<file path="src/rtl/wptr_full.sv">
// wptr_full: write-domain pointer and status generator for an asynchronous FIFO.
// Owns the binary/Gray write pointers, produces the memory write address, and
// derives full, almost-full, fill level and sticky overflow from the read
// pointer that has already been synchronised into wclk. All outputs are
// registered; nothing combinational reaches a port from winc or wq2_rptr.
//
// Handshake: the producer raises winc; a write is accepted on any rising edge
// where winc=1 and wfull=0 (wen). The memory captures data at that edge using
// the pre-edge waddr. A winc while wfull=1 is dropped and latches woverflow.
module wptr_full #(
    parameter int ADDR_WIDTH   = 4,
    parameter int AFULL_THRESH = 14
) (
    input  logic                  wclk,
    input  logic                  wrst_n,
    input  logic                  winc,
    input  logic [ADDR_WIDTH:0]   wq2_rptr,
    output logic [ADDR_WIDTH-1:0] waddr,
    output logic [ADDR_WIDTH:0]   wptr,
    output logic                  wfull,
    output logic                  walmost_full,
    output logic [ADDR_WIDTH:0]   wlevel,
    output logic                  woverflow
);

    // Pointer width carries one extra wrap-parity bit above the address bits.
    localparam int PW  = ADDR_WIDTH + 1;
    localparam int MSB = ADDR_WIDTH;

    // Threshold sized to the level width so the compare is unsigned and exact.
    localparam logic [ADDR_WIDTH:0] AFULL_LVL = PW'(AFULL_THRESH);

    // State registers and their next-state values.
    logic [ADDR_WIDTH:0] wbin_q,  wbin_d;
    logic [ADDR_WIDTH:0] wgray_q, wgray_d;
    logic [ADDR_WIDTH:0] wlevel_q, wlevel_d;
    logic                wfull_q, wfull_d;
    logic                wafull_q, wafull_d;
    logic                wovf_q,  wovf_d;

    // Combinational helpers.
    logic                wen;
    logic [ADDR_WIDTH:0] wbinnext;
    logic [ADDR_WIDTH:0] wgraynext;
    logic [ADDR_WIDTH:0] rbin;
    logic [ADDR_WIDTH:0] rgray_full;
    logic [ADDR_WIDTH:0] level_next;

    // Gray-to-binary of the synchronised read pointer: each binary bit is the
    // XOR of all Gray bits at and above it.
    always_comb begin
        rbin = '0;
        for (int i = 0; i < PW; i++) begin
            rbin[i] = ^(wq2_rptr >> i);
        end
    end

    // Write acceptance, next pointers, and the level/full terms derived from them.
    always_comb begin
        wen        = winc & ~wfull_q;
        wbinnext   = wbin_q + PW'(wen);
        wgraynext  = wbinnext ^ (wbinnext >> 1);
        // A write pointer exactly one lap ahead of the read pointer has its two
        // top Gray bits inverted relative to it and the rest identical.
        rgray_full = {~wq2_rptr[MSB], ~wq2_rptr[MSB-1], wq2_rptr[MSB-2:0]};
        // Modular difference; the parity bit lets it reach the full depth.
        level_next = wbinnext - rbin;
    end

    // Next-state for every register; a rejected write holds the pointers.
    always_comb begin
        wbin_d   = wbinnext;
        wgray_d  = wgraynext;
        wfull_d  = (wgraynext == rgray_full);
        wlevel_d = level_next;
        wafull_d = (level_next >= AFULL_LVL);
        wovf_d   = wovf_q | (winc & wfull_q);
    end

    // State register with synchronous active-low reset that drops all pointer state.
    always_ff @(posedge wclk) begin
        if (!wrst_n) begin
            wbin_q   <= '0;
            wgray_q  <= '0;
            wlevel_q <= '0;
            wfull_q  <= 1'b0;
            wafull_q <= 1'b0;
            wovf_q   <= 1'b0;
        end else begin
            wbin_q   <= wbin_d;
            wgray_q  <= wgray_d;
            wlevel_q <= wlevel_d;
            wfull_q  <= wfull_d;
            wafull_q <= wafull_d;
            wovf_q   <= wovf_d;
        end
    end

    // Outputs come straight from registers.
    assign waddr        = wbin_q[ADDR_WIDTH-1:0];
    assign wptr         = wgray_q;
    assign wfull        = wfull_q;
    assign walmost_full = wafull_q;
    assign wlevel       = wlevel_q;
    assign woverflow    = wovf_q;

endmodule

</file>
<file path="config.mk">
export PLATFORM = sky130hd
export DESIGN_NAME = wptr_full
export DESIGN_NICKNAME = d
export VERILOG_FILES = /design/src/rtl/wptr_full.sv
export SDC_FILE = /design/constraint.sdc
export NUM_CORES = 1
export LEC_CHECK = 0
export CORE_MARGIN = 2
export CORE_UTILIZATION = 49
export CTS_CLUSTER_SIZE = 16
export DETAILED_ROUTE_END_ITERATION = 12
export PLACE_DENSITY = 0.92
export REMOVE_ABC_BUFFERS = 1
export SYNTH_ARGS = -nofsm -noshare
export SYNTH_HDL_FRONTEND = slang
export SYNTH_SLANG_ARGS = --single-unit
export TNS_END_PERCENT = 10
</file>
<file path="constraint.sdc">
create_clock -name wclk -period 4.3 [get_ports wclk]
set_input_delay 0.86 -clock wclk [delete_from_list [all_inputs] [get_ports wclk]]
set_output_delay 0.86 -clock wclk [all_outputs]
set_load 0.05 [all_outputs]
</file>
After elaboration in Yosys (flattened, before gate mapping). Cells that the tools add are included.

Logic and storage cells: 22. Output and inout port bits: 17. Input port bits: 8. Register bits after elaboration: 18.

Add/sub/neg operators: 2. $lt $le $gt $ge: 1. Bitwise gates (word level): 7. Equal/unequal tests: 1. Reduce and logical (&&, ||, !) cells: 5.

Operators with widths (number): $reduce_xor 5->1 (5); $add 5x1->5 (1); $eq 5x5->1 (1); $ge 5x4->1 const B (1); $sub 5x5->5 (1); $xor 5x4->5 (1); $not 1->1 (3); $and 1x1->1 (2); $or 1x1->1 (1).

Longest topological paths before layout.
Depth in word-level cells: 5. Depth in mapped cells: 11. Depth with buffers taken out: 11.

Worst setup path before layout. OpenSTA, ideal clock, no wires.

Path kind: input -> register. From: input wq2_rptr[4]. To: register wlevel_q[4], in the netlist wlevel[4]. Setup time: 0.123 ns. Path buffers: 0. Stages on the path: 11. Path slack: 1.124 ns. Data arrival time: 3.052 ns. Required time: 4.177 ns. Path through: xor2_1 > xnor2_1 > xor2_1 > xnor2_1 > ha_1 > fa_1 > nor2b_1 > o21ai_0 > o311a_2 > o21a_1 > or2_2.

Longest elaborated chain between the ends: 2. Elaborated cells on any way between the ends: 6. Classes of those cells: 1 x add/sub; 5 x reduce/logical.

Ends and longest elaborated chain: from (decl) (RTL line 17) `input logic [ADDR_WIDTH:0] wq2_rptr,`; $reduce_xor 5->1 (RTL line 54) `rbin[i] = ^(wq2_rptr >> i);`; $sub 5x5->5 (*) (RTL line 67) `level_next = wbinnext - rbin;`; to (signal assigned) (RTL line 92) `wlevel_q <= wlevel_d;`; to (decl) (RTL line 36) `logic [ADDR_WIDTH:0] wlevel_q, wlevel_d;`.

Mark *: on every way between the ends. The rest lies on a longest branch, timed or not. A chain may end at the register's enable or synchronous reset.

Final worst setup path. Same ends and word-level chain as after synthesis.

==> results.json <==
{
  "cp.arrival_ns": 4.12,
  "swShare_pct": 38.4,
  "clock_latency_ns": 0.30,
  "reg2regPathDepth": 10,
  "rr_endpoint": "wlevel[4]",
  "clockPowerShare_pct": 18.5,
  "relSlewSlack_pct": 65.4,
  "combPwrFrac_pct": 43.2,
  "postLayoutCellArea_sq_mm": 0.00119,
  "synth_edf_count": 0,
  "post-route-util_pct": 69.5,
  "status": "completed",
  "synthTopCellsByArea": "dfxtp_1, ha_1, xnor2_1",
  "slew_viol_final": 0,
  "cts_root_buffer": "clkbuf_4",
  "grt_use_total_pct": 20.1,
  "vias": 706,
  "ys_seq_area_share_pct": 38.4,
  "chipHeight_um": 46.5,
  "hold-path-endpoint": "woverflow",
  "drtAntennaViolNets": 0,
  "synthCells": 88,
  "dieWidth_um": 46.5,
  "post_cts_buffers": 0,
  "yosys.area.top_type": "dfxtp_1",
  "clock_path_buffers": 2,
  "synth_cell_types": 29,
  "start_util_pct": 51.9,
  "p_per_area_mw_per_mm2": 402,
  "pwr-share-seq_pct": 38.2,
  "synthTopCellsByCount": "dfxtp_1, and2_1, nor2b_1, xnor2_1",
  "drive_gt1_share_pct": 10.3,
  "peakVddDrop_v": 0.000283,
  "cts_tree": "yes",
  "cp_data_required_time_ns": 4.49,
  "cts_buffers": 3,
  "r2r_start": "wfull",
  "yosys_most_used_dff": "dfxtp_1",
  "grt_pass1_wl_mm": 2.91,
  "clk_pin_slew_ns": 0.10,
  "clock-sinks": 17,
  "cp-start-kind": "primary input",
  "finalWirelength_mm": 1.83,
  "hold_depth": 2,
  "p_switching_uw": 183,
  "grt_pass1_vias": 651,
  "cts.htree.levels": 1,
  "place_congestion": 0.811,
  "via_per_inst": 5.01,
  "worst_pin_slew_ns": 0.518,
  "overflow": 0,
  "rsz0062_at_grt": "false",
  "p_leak_nw": 0.503,
  "areaGrowthSynthToFinish_pct": 34.0,
  "antenna_found_initial": 0,
  "cts.repair.resized": 0,
  "wl_per_cell_um": 13.0,
  "antennaDiodeCount": 0,
  "finalCritPeriodShare_pct": 91.3,
  "synth-seq-cells": 17,
  "cp-end-kind": "flop",
  "ios": 25,
  "path_class": "in -> reg",
  "cts_hold_buf": 0,
  "period_minus_slack_ns": 3.92,
  "core_area_sq_mm": 0.00171,
  "yosys_warnings": 0,
  "ff2ff_setup_slack_ns": 1.51,
  "drt_pre_antenna_iters": 4,
  "hold_path_class": "reg -> reg",
  "avgSynthCellArea_sq_um": 10.1,
  "dieArea_sq_mm": 0.00216,
  "grt_max_degree": 17,
  "netlist.area_leader.share_pct": 38.4,
  "async_flop_share_pct": 0,
  "skew_ns": 0.00438,
  "setup_ws_ns": 0.376,
  "place_area_sq_mm": 0.00116,
  "rows": 15,
  "intPower_uw": 294,
  "max_cap_violations": 0,
  "synth.most_common_cell": "dfxtp_1",
  "finalSetupViolCount": 0,
  "syn_area_sq_um": 886,
  "dp_slack_ns": 0.141,
  "hpwl_mm": 1.42,
  "final_nets": 131,
  "hold_viol": 0,
  "drc_errors": 0,
  "drt_iter0_drc": 10,
  "nFillCells": 134,
  "io_buffers": 24,
  "min_from": "woverflow",
  "worstPathMaxFanout": 5,
  "totalNegativeSetupSlack_ns": 0,
  "fmax_ghz": 0.255
}
-- routing by layer --
metal,GRT usage [%],vias to the layer above,wire length [um]
li1,-,347,-
met1,22.0,333,757
met2,34.4,21,947
met3,3.92,5,74
met4,13.7,0,51
met5,0,-,0
-- power by group through the flow --
stage	Combinational, mW	Sequential, mW	Clock [mW]
5_1_grt	0.220	0.185	0.0955
3_5_place_dp	0.205	0.186	0
2_1_floorplan	0.0748	0.254	0
6_report	0.206	0.182	0.0884
3_3_place_gp	0.200	0.186	0
4_1_cts	0.207	0.183	0.0875
-- placed cells by master (no fill, tap or decap), drive strengths merged, types with 4 or more instances in the layout --
cell type	netlist	final
nor3	4	4
xnor2	7	7
nor2b	7	7
clkbuf	1	4
xor2	8	8
ha	5	5
inv	6	6
clkdlybuf4s50	0	24
o21ai	4	4
and2	9	9
dfxtp	17	17
-- how the worst max path moves through the flow --
| stage | start | endpoint | slack, ns |
|---|---|---|---|
| 2_1_floorplan | wq2_rptr[4] | wlevel[4] | 1.12 |
| 3_3_place_gp | wq2_rptr[4] | wlevel[4] | 0.42 |
| 3_5_place_dp | wq2_rptr[4] | wlevel[4] | 0.14 |
| 4_1_cts | wq2_rptr[4] | wlevel[4] | 0.45 |
| 5_1_grt | wq2_rptr[4] | walmost_full | 0.23 |
| 6_report | wq2_rptr[4] | wlevel[4] | 0.38 |
-- logic make-up (layout without fill, tap and decap cells) --
family	count (synthesis)	in the layout	share of synthesized area [%]
buffers and inverters	7	35	2.97
XOR/XNOR	16	16	19.1
flip-flops	17	17	38.4
adder cells (fa/ha/maj)	6	6	9.32
AO/OA/AOI/OAI	13	13	10.0
AND/OR/NAND/NOR	29	29	20.2
-- state kept, by name (all words and copies together), names as in the netlist --
signal	cells
walmost_full	1
wbin_q	5
wfull	1
wlevel	5
woverflow	1
wptr	4
-- final cells by class --
cell class	instances	area [sq um]	share of cell area (%)
Tap cell	25	31.3	2.63
Sequential cell	17	340	28.7
Inverter	6	22.5	1.90
Clock buffer	4	26.3	2.21
Multi-Input combinational cell	64	519	43.7
Timing Repair Buffer	25	248	20.9
-- worst max-delay path, stage by stage --
cell and delay, ns:
clkdlybuf4s50_1 0.58, xor2_1 0.27, xnor2_1 0.20, xor2_1 0.35
xnor2_1 0.13, ha_1 0.22, fa_1 0.38, nor2b_1 0.30
o21ai_0 0.15, o311a_2 0.17, o21a_1 0.21, or2_2 0.29
-- through the flow --
step	hold slack [ns]	cells	power, mW
4_1_cts	0.545	141	0.477
3_5_place_dp	0.522	137	0.392
6_report	0.536	141	0.477
3_3_place_gp	0.475	137	0.386
2_1_floorplan	0.729	87	0.329
5_1_grt	0.569	141	0.500
Note: power is estimated with default switching activity, not from simulation.
